## src/rtl/fir_pkg.sv

```systemverilog
// Shared FIR definitions: default datapath geometry and the coefficient-load FSM states.
package fir_pkg;

  localparam int FIR_NUMBER_OF_TAPS = 63;
  localparam int FIR_DATA_WIDTH     = 10;

  typedef enum logic [1:0] {
    IDLE   = 2'd0,
    LOAD   = 2'd1,
    SWAP   = 2'd2,
    SETTLE = 2'd3
  } fir_ctrl_state_e;

endpackage

```

## src/rtl/fir_coef_ctrl_if.sv

```systemverilog
// Coefficient-load handshake plus active-bank/status bus between a loader and fir_coef_ctrl.
interface fir_coef_ctrl_if import fir_pkg::*; #(
  parameter int NUMBER_OF_TAPS = FIR_NUMBER_OF_TAPS,
  parameter int DATA_WIDTH     = FIR_DATA_WIDTH
);

  logic                         load_start;
  logic                         coef_valid;
  logic signed [DATA_WIDTH-1:0] coef_data;
  logic                         coef_ready;
  logic signed [DATA_WIDTH-1:0] h [NUMBER_OF_TAPS];
  logic                         busy;
  logic                         out_valid;
  logic                         swap_done;
  logic                         load_err;

  modport master (
    output load_start, coef_valid, coef_data,
    input  coef_ready, h, busy, out_valid, swap_done, load_err
  );

  modport slave (
    input  load_start, coef_valid, coef_data,
    output coef_ready, h, busy, out_valid, swap_done, load_err
  );

endinterface

```

## src/rtl/fir_coef_shadow.sv

```systemverilog
// Shadow coefficient bank: one indexed write port, whole bank readable at once for the atomic swap.
module fir_coef_shadow import fir_pkg::*; #(
  parameter int NUMBER_OF_TAPS = FIR_NUMBER_OF_TAPS,
  parameter int DATA_WIDTH     = FIR_DATA_WIDTH,
  parameter int ADDR_WIDTH     = $clog2(FIR_NUMBER_OF_TAPS + 1)
) (
  input  logic                         clk,
  input  logic                         rst_n,
  input  logic                         wr_en,
  input  logic [ADDR_WIDTH-1:0]        wr_addr,
  input  logic signed [DATA_WIDTH-1:0] wr_data,
  output logic signed [DATA_WIDTH-1:0] rd_bank [NUMBER_OF_TAPS]
);

  logic signed [DATA_WIDTH-1:0] mem_r [NUMBER_OF_TAPS];

  // Indexed beat write; reset clears every entry so a discarded load leaves nothing behind.
  always_ff @(posedge clk or negedge rst_n) begin
    if (!rst_n) begin
      for (int i = 0; i < NUMBER_OF_TAPS; i++) begin
        mem_r[i] <= '0;
      end
    end else if (wr_en) begin
      for (int i = 0; i < NUMBER_OF_TAPS; i++) begin
        if (wr_addr == ADDR_WIDTH'(i)) begin
          mem_r[i] <= wr_data;
        end
      end
    end
  end

  assign rd_bank = mem_r;

endmodule

```

## src/rtl/fir_coef_ctrl.sv

```systemverilog
// Coefficient reload controller: streams taps into a shadow bank, swaps it atomically into h,
// then holds out_valid low while the FIR pipeline settles. Option macro: FIR_COEF_CHECKSUM_EN.
module fir_coef_ctrl import fir_pkg::*; #(
  parameter int NUMBER_OF_TAPS = FIR_NUMBER_OF_TAPS,
  parameter int DATA_WIDTH     = FIR_DATA_WIDTH
) (
  input  logic           clk,
  input  logic           rst_n,
  fir_coef_ctrl_if.slave bus
);

  localparam int CNT_W = $clog2(NUMBER_OF_TAPS + 1);
  localparam logic [CNT_W-1:0] LAST_TAP = CNT_W'(NUMBER_OF_TAPS - 1);

  typedef logic signed [DATA_WIDTH-1:0] coef_t;

  fir_ctrl_state_e  state_r, state_s;
  logic [CNT_W-1:0] cnt_r, cnt_s;
  logic             boot_r, boot_s;
  logic             accept_s, shadow_we_s, bank_we_s, out_valid_s;
  logic             coef_ready_r, busy_r, out_valid_r, swap_done_r;
  coef_t            shadow_s    [NUMBER_OF_TAPS];
  coef_t            bank_load_s [NUMBER_OF_TAPS];
  coef_t            bank_r      [NUMBER_OF_TAPS];

`ifdef FIR_COEF_CHECKSUM_EN
  localparam logic [CNT_W-1:0] CSUM_BEAT = CNT_W'(NUMBER_OF_TAPS);
  coef_t sum_r, sum_s;
  logic  load_err_s, load_err_r;

  function automatic coef_t csum_add(input coef_t acc, input coef_t beat);
    return acc + beat;
  endfunction
`endif

  assign accept_s = (state_r == LOAD) && bus.coef_valid;

  fir_coef_shadow #(
    .NUMBER_OF_TAPS (NUMBER_OF_TAPS),
    .DATA_WIDTH     (DATA_WIDTH),
    .ADDR_WIDTH     (CNT_W)
  ) u_shadow (
    .clk     (clk),
    .rst_n   (rst_n),
    .wr_en   (shadow_we_s),
    .wr_addr (cnt_r),
    .wr_data (bus.coef_data),
    .rd_bank (shadow_s)
  );

  // New active bank; without a checksum beat the last tap bypasses the shadow so h is complete in SWAP.
  always_comb begin
    bank_load_s = shadow_s;
`ifndef FIR_COEF_CHECKSUM_EN
    bank_load_s[NUMBER_OF_TAPS-1] = bus.coef_data;
`endif
  end

  // Next-state logic; cnt is the beat index in LOAD and the settle count in SETTLE.
  always_comb begin
    state_s     = state_r;
    cnt_s       = cnt_r;
    boot_s      = boot_r;
    shadow_we_s = 1'b0;
    bank_we_s   = 1'b0;
`ifdef FIR_COEF_CHECKSUM_EN
    sum_s       = sum_r;
    load_err_s  = 1'b0;
`endif
    case (state_r)
      IDLE: begin
        if (boot_r) begin
          // The post-reset IDLE cycle already counts as the first settle cycle.
          state_s = SETTLE;
          cnt_s   = CNT_W'(1);
          boot_s  = 1'b0;
        end else if (bus.load_start) begin
          state_s = LOAD;
          cnt_s   = '0;
`ifdef FIR_COEF_CHECKSUM_EN
          sum_s   = '0;
`endif
        end else begin
          state_s = IDLE;
        end
      end
      LOAD: begin
        if (accept_s) begin
`ifdef FIR_COEF_CHECKSUM_EN
          if (cnt_r == CSUM_BEAT) begin
            cnt_s = '0;
            if (bus.coef_data == sum_r) begin
              state_s   = SWAP;
              bank_we_s = 1'b1;
            end else begin
              state_s    = IDLE;
              load_err_s = 1'b1;
            end
          end else begin
            shadow_we_s = 1'b1;
            sum_s       = csum_add(sum_r, bus.coef_data);
            cnt_s       = cnt_r + CNT_W'(1);
          end
`else
          shadow_we_s = 1'b1;
          if (cnt_r == LAST_TAP) begin
            state_s   = SWAP;
            bank_we_s = 1'b1;
            cnt_s     = '0;
          end else begin
            cnt_s = cnt_r + CNT_W'(1);
          end
`endif
        end else begin
          state_s = LOAD;
        end
      end
      SWAP: begin
        state_s = SETTLE;
        cnt_s   = '0;
      end
      SETTLE: begin
        if (cnt_r >= LAST_TAP) begin
          state_s = IDLE;
          cnt_s   = '0;
        end else begin
          cnt_s = cnt_r + CNT_W'(1);
        end
      end
      default: begin
        state_s = IDLE;
        cnt_s   = '0;
      end
    endcase
  end

  // out_valid decoded from the next state so the registered flag lines up with the state.
  always_comb begin
    out_valid_s = 1'b0;
    case (state_s)
      LOAD:    out_valid_s = 1'b1;
      IDLE:    out_valid_s = !boot_s;
      default: out_valid_s = 1'b0;
    endcase
  end

  // State, counter and registered status outputs.
  always_ff @(posedge clk or negedge rst_n) begin
    if (!rst_n) begin
      state_r      <= IDLE;
      cnt_r        <= '0;
      boot_r       <= 1'b1;
      coef_ready_r <= 1'b0;
      busy_r       <= 1'b0;
      out_valid_r  <= 1'b0;
      swap_done_r  <= 1'b0;
    end else begin
      state_r      <= state_s;
      cnt_r        <= cnt_s;
      boot_r       <= boot_s;
      coef_ready_r <= (state_s == LOAD);
      busy_r       <= (state_s != IDLE);
      out_valid_r  <= out_valid_s;
      swap_done_r  <= (state_s == SWAP);
    end
  end

  // Active bank: every tap is replaced on the same edge, never piecemeal.
  always_ff @(posedge clk or negedge rst_n) begin
    if (!rst_n) begin
      for (int i = 0; i < NUMBER_OF_TAPS; i++) begin
        bank_r[i] <= '0;
      end
    end else if (bank_we_s) begin
      for (int i = 0; i < NUMBER_OF_TAPS; i++) begin
        bank_r[i] <= bank_load_s[i];
      end
    end
  end

`ifdef FIR_COEF_CHECKSUM_EN
  // Running checksum and discard pulse.
  always_ff @(posedge clk or negedge rst_n) begin
    if (!rst_n) begin
      sum_r      <= '0;
      load_err_r <= 1'b0;
    end else begin
      sum_r      <= sum_s;
      load_err_r <= load_err_s;
    end
  end

  assign bus.load_err = load_err_r;
`else
  assign bus.load_err = 1'b0;
`endif

  assign bus.coef_ready = coef_ready_r;
  assign bus.busy       = busy_r;
  assign bus.out_valid  = out_valid_r;
  assign bus.swap_done  = swap_done_r;
  assign bus.h          = bank_r;

endmodule

```

## src/flat_wrapper.sv

```systemverilog
// flat-port wrapper written by rule: the top's interface ports become plain ports
module fir_coef_ctrl_flat import fir_pkg::*;
#(
  parameter int NUMBER_OF_TAPS = FIR_NUMBER_OF_TAPS,
  parameter int DATA_WIDTH     = FIR_DATA_WIDTH
)
  (clk, rst_n, bus_load_start, bus_coef_valid, bus_coef_data, bus_coef_ready, bus_h, bus_busy, bus_out_valid, bus_swap_done, bus_load_err);
  fir_coef_ctrl_if #(.NUMBER_OF_TAPS(NUMBER_OF_TAPS), .DATA_WIDTH(DATA_WIDTH)) bus_i ();
  input  logic clk;
  input  logic rst_n;
  input wire logic [$bits(bus_i.load_start)-1:0] bus_load_start;
  input wire logic [$bits(bus_i.coef_valid)-1:0] bus_coef_valid;
  input wire logic [$bits(bus_i.coef_data)-1:0] bus_coef_data;
  output wire logic [$bits(bus_i.coef_ready)-1:0] bus_coef_ready;
  output wire logic [$bits(bus_i.h)-1:0] bus_h;
  output wire logic [$bits(bus_i.busy)-1:0] bus_busy;
  output wire logic [$bits(bus_i.out_valid)-1:0] bus_out_valid;
  output wire logic [$bits(bus_i.swap_done)-1:0] bus_swap_done;
  output wire logic [$bits(bus_i.load_err)-1:0] bus_load_err;
  assign bus_i.load_start = bus_load_start;
  assign bus_i.coef_valid = bus_coef_valid;
  assign bus_i.coef_data = bus_coef_data;
  assign bus_coef_ready = bus_i.coef_ready;
  assign bus_h = {>>{bus_i.h}};
  assign bus_busy = bus_i.busy;
  assign bus_out_valid = bus_i.out_valid;
  assign bus_swap_done = bus_i.swap_done;
  assign bus_load_err = bus_i.load_err;
  fir_coef_ctrl #(.NUMBER_OF_TAPS(NUMBER_OF_TAPS), .DATA_WIDTH(DATA_WIDTH)) u_core (.clk(clk), .rst_n(rst_n), .bus(bus_i));
endmodule
```

## config.mk

```make
export PLATFORM = sky130hd
export DESIGN_NAME = fir_coef_ctrl_flat
export DESIGN_NICKNAME = d
export VERILOG_FILES = /design/src/rtl/fir_pkg.sv /design/src/rtl/fir_coef_ctrl_if.sv /design/src/rtl/fir_coef_shadow.sv /design/src/rtl/fir_coef_ctrl.sv /design/src/flat_wrapper.sv
export SDC_FILE = /design/constraint.sdc
export NUM_CORES = 2
export LEC_CHECK = 0
export CORE_MARGIN = 5
export CORE_UTILIZATION = 59
export CTS_CLUSTER_SIZE = 8
export DETAILED_ROUTE_END_ITERATION = 10
export GPL_ROUTABILITY_DRIVEN = 0
export PLACE_DENSITY_LB_ADDON = 0.12
export SLEW_MARGIN = 20
export SYNTH_ARGS = -nofsm -noshare
export SYNTH_HDL_FRONTEND = slang
export SYNTH_SLANG_ARGS = --single-unit
```

## constraint.sdc

```tcl
create_clock -name clk -period 6.5 [get_ports clk]
set_input_delay 0.65 -clock clk [delete_from_list [all_inputs] [get_ports clk]]
set_output_delay 0.65 -clock clk [all_outputs]
set_load 0.02 [all_outputs]
```

==> flow_metrics.env <==
export IMPL_cts_sinks=1263
export IMPL_die_area_um2=89530
export IMPL_syn_to_final_growth_pct=23.85
export IMPL_worstMarginPinSlew_ps=1187
export IMPL_slew_headroom_pct=20.90
export IMPL_arrival_ps=4110
export IMPL_power_density_nw_per_um2=327.8
export IMPL_rr_endpoint="u_core.bus.h[353]"
export IMPL_path_buf_inv=2
export IMPL_die_y_um=299.2
export IMPL_postCtsSetupBuffers=0
export IMPL_ys_seq_area_share_pct=64.05
export IMPL_vias=26230
export IMPL_drt_total_wl_mm=126.9
export IMPL_crit_slowest_cell="or2_1"
export IMPL_hp_start="bus_coef_data[4]"
export IMPL_r2r_cells=6
export IMPL_ys_flop_type="dfrtp_1"
export IMPL_num_rows=106
export IMPL_track_usage_pct=28.43
export IMPL_synth_top_area_share_pct=63.99
export IMPL_ys_async_sr_fraction_pct=100.0
export IMPL_grt_pass1_wl_mm=192.8
export IMPL_internal_power_uw=15070
export IMPL_port_buffers=647
export IMPL_cpLargestDelayFamily="simple AND/OR/NAND/NOR gates"
export IMPL_diodes=0
export IMPL_wl_per_cell_um=27.56
export IMPL_ir_drop_v=0.0002432
export IMPL_cts_hold_buf=1
export IMPL_fin_nets=3525
export IMPL_slew_viol_final=0
export IMPL_tns_ps=0
export IMPL_worstSetupPathType="register to register"
export IMPL_dieWidth_um=299.2
export IMPL_synth_edff_count=0
export IMPL_finalSetupViolCount=0
export IMPL_grt_max_degree=200
export IMPL_cts_resized=0
export IMPL_clock_skew_ps=27.43
export IMPL_fin_crit_ps=3492
export IMPL_pwr_share_seq_pct=48.8
export IMPL_drive_gt1_share_pct=40.24
export IMPL_grt_pass1_vias=29470
export IMPL_drtAntennaViolNets=0
export IMPL_switching_share_pct=24.79
export IMPL_layout_commonest_cell="dfrtp_1"
export IMPL_avgSynthCellArea_um2=17.56
export IMPL_cts_buffers=175
export IMPL_worstPathRequired_ps=7120
export IMPL_start_kind="register"
export IMPL_hold_path_class="input pin to register"
export IMPL_initial_core_util_pct=59.25
export IMPL_syn_inst=2810
export IMPL_crit_fanout=99
export IMPL_cts_tree="yes"
export IMPL_cpPeakStageDelay_ps=620
export IMPL_grt_antenna_before_repair=2
export IMPL_io_pins=649
export IMPL_reg2reg_slack_ps=3010
export IMPL_multiInputGateArea_um2=16570
export IMPL_synth_area_leaders="dfrtp_1 (64%), mux2_2 (16%), mux2_4 (13%)"
export IMPL_vias_per_cell=5.694
export IMPL_path_clk_slew_ps=50
export IMPL_rsz0062_at_grt="false"
export IMPL_cts_max_path_buffers=3
export IMPL_cp_end_kind="register"
export IMPL_synth_seq_cells=1263
export IMPL_ys_types=40
export IMPL_grt_overflow_total=0
export IMPL_netlist_area_um2=49350
export IMPL_fin_util_pct=73.38
export IMPL_fmax_ghz=0.2864
export IMPL_max_cap_violations=0
export IMPL_final_hold_viol_count=0
export IMPL_seq_area_um2=31610
export IMPL_clk_latency_ps=760
export IMPL_fin_ws_ps=3008
export IMPL_layout_common_cells="dfrtp_1 (1262), mux2_2 (709), clkdlybuf4s50_1 (636), mux2_4 (428), clkbuf_16 (176)"
export IMPL_first_pass_iters=5
export IMPL_yosysWarnings=0
export IMPL_coreArea_um2=83290
export IMPL_htreeDepth=4
export IMPL_drc=0
export IMPL_p_sw_uw=4966
export IMPL_dp_hpwl_mm=78.61
export IMPL_combPwrFrac_pct=11.3
export IMPL_fillCellCount=5111
export IMPL_fin_crit_sh_pct=53.72
export IMPL_worstHoldPathCells=2
export IMPL_dp_worst_setup_slack_ps=2370
export IMPL_synth_nets=2828
export IMPL_yosysTopAreaCell="dfrtp_1"
export IMPL_clkPwrFrac_pct=39.9
export IMPL_drt_iter0_drc=1411
export IMPL_crit_chain="nand3b_4 -> or2_1 -> or2_4 -> buf_12 -> buf_16 -> mux2_4"
export IMPL_hold_end="u_core.u_shadow.rd_bank[544]"
export IMPL_leakagePower_uw=0.03114
export IMPL_root_buffer="clkbuf_16"
export IMPL_outcome="finished, final reports clean"
export IMPL_r2r_start="u_core.state_r[1]"
-- state kept, by name, summed over array words and instances, names as in the netlist --
register / cells
u_core.bus.coef_ready: 1
u_core.bus.h: 630
u_core.boot_r: 1
u_core.u_shadow.rd_bank: 620
u_core.bus.busy: 1
u_core.bus.out_valid: 1
u_core.state_r: 2
u_core.bus.swap_done: 1
u_core.cnt_r: 6
-- per-layer routing --
metal | up-vias | track usage (%) | part of all wire [%]
met5 | - | 0 | 0.010
met4 | 2 | 10.19 | 3.7
met3 | 202 | 8.076 | 6.5
li1 | 11180 | - | -
met1 | 14130 | 36.59 | 41
met2 | 714 | 46.80 | 49
-- worst register-to-register path, stage by stage (launching register included) --
cell and delay [ps]:
dfrtp_1 480, nand3b_4 210, or2_1 620, or2_4 550, buf_12 380, buf_16 580, mux2_4 560
-- power groups by stage --
stage | sequential [uW] | combinational [uW] | clock, uW
CTS | 9750 | 2300 | 8130
detailed placement | 9860 | 2270 | 0
global placement | 9740 | 2150 | 0
floorplan | 9710 | 1520 | 0
global route | 9900 | 2460 | 8510
finish | 9770 | 2270 | 8000
-- cells by family (layout without fill, tap and decap cells) --
family / count (synthesis) / count (layout) / share of synthesized area [%]
adder cells (fa/ha/maj): 4 / 4 / 0.1014
other: 1 / 1 / 0.007599
AND/OR/NAND/NOR: 108 / 108 / 1.420
buffers and inverters: 165 / 881 / 2.391
AO/OA/AOI/OAI: 18 / 18 / 0.2333
flip-flops: 1263 / 1263 / 64.05
multiplexers: 1251 / 1251 / 31.80
-- layout make-up --
type	instances	share of cell area [%]
Clock buffer	184	7.255
Inverter	6	0.04504
Multi-Input combinational cell	1382	27.11
Timing Repair Buffer	679	11.22
Clock inverter	12	0.4381
Tap cell	1080	2.211
Sequential cell	1263	51.71
-- how the worst max path moves through the flow --
stage / startpoint / endpoint / slack, ps / cells after the start
after floorplan: u_core.cnt_r[0] / u_core.bus.h[461] / 4230 / 10
after global placement: bus_coef_valid / u_core.bus.h[603] / 2420 / 7
after detailed placement: bus_coef_valid / u_core.bus.h[603] / 2370 / 7
after CTS: u_core.state_r[1] / u_core.bus.h[619] / 3020 / 6
after global routing: u_core.state_r[1] / u_core.bus.h[498] / 2860 / 6
final: u_core.state_r[1] / u_core.bus.h[353] / 3010 / 6
-- synthesized netlist by cell type, drive strengths merged (2+ instances only) --
cell    number
nor2b        3
and2         2
or2          2
mux2      1250
dfrtp     1262
nand4        2
a31oi        5
nor2        52
a21oi        5
ha           4
buf         92
nor3         2
clkbuf      67
nand2       21
inv          5
o21ai        3
nand3       18
-- metrics by stage --
step | hold WS [ps] | area [um^2] | power [uW] | instances
2_1_floorplan | 354.4 | 49350 | 11230 | 2810
5_1_grt | 216.8 | 61120 | 20870 | 4606
4_1_cts | 198.7 | 61060 | 20180 | 4604
3_5_place_dp | 474.1 | 56350 | 12130 | 4407
3_3_place_gp | 466.1 | 56320 | 11890 | 4406
6_report | 235.7 | 61120 | 20040 | 4606
No activity file was read; power rests on OpenSTA's default activity.
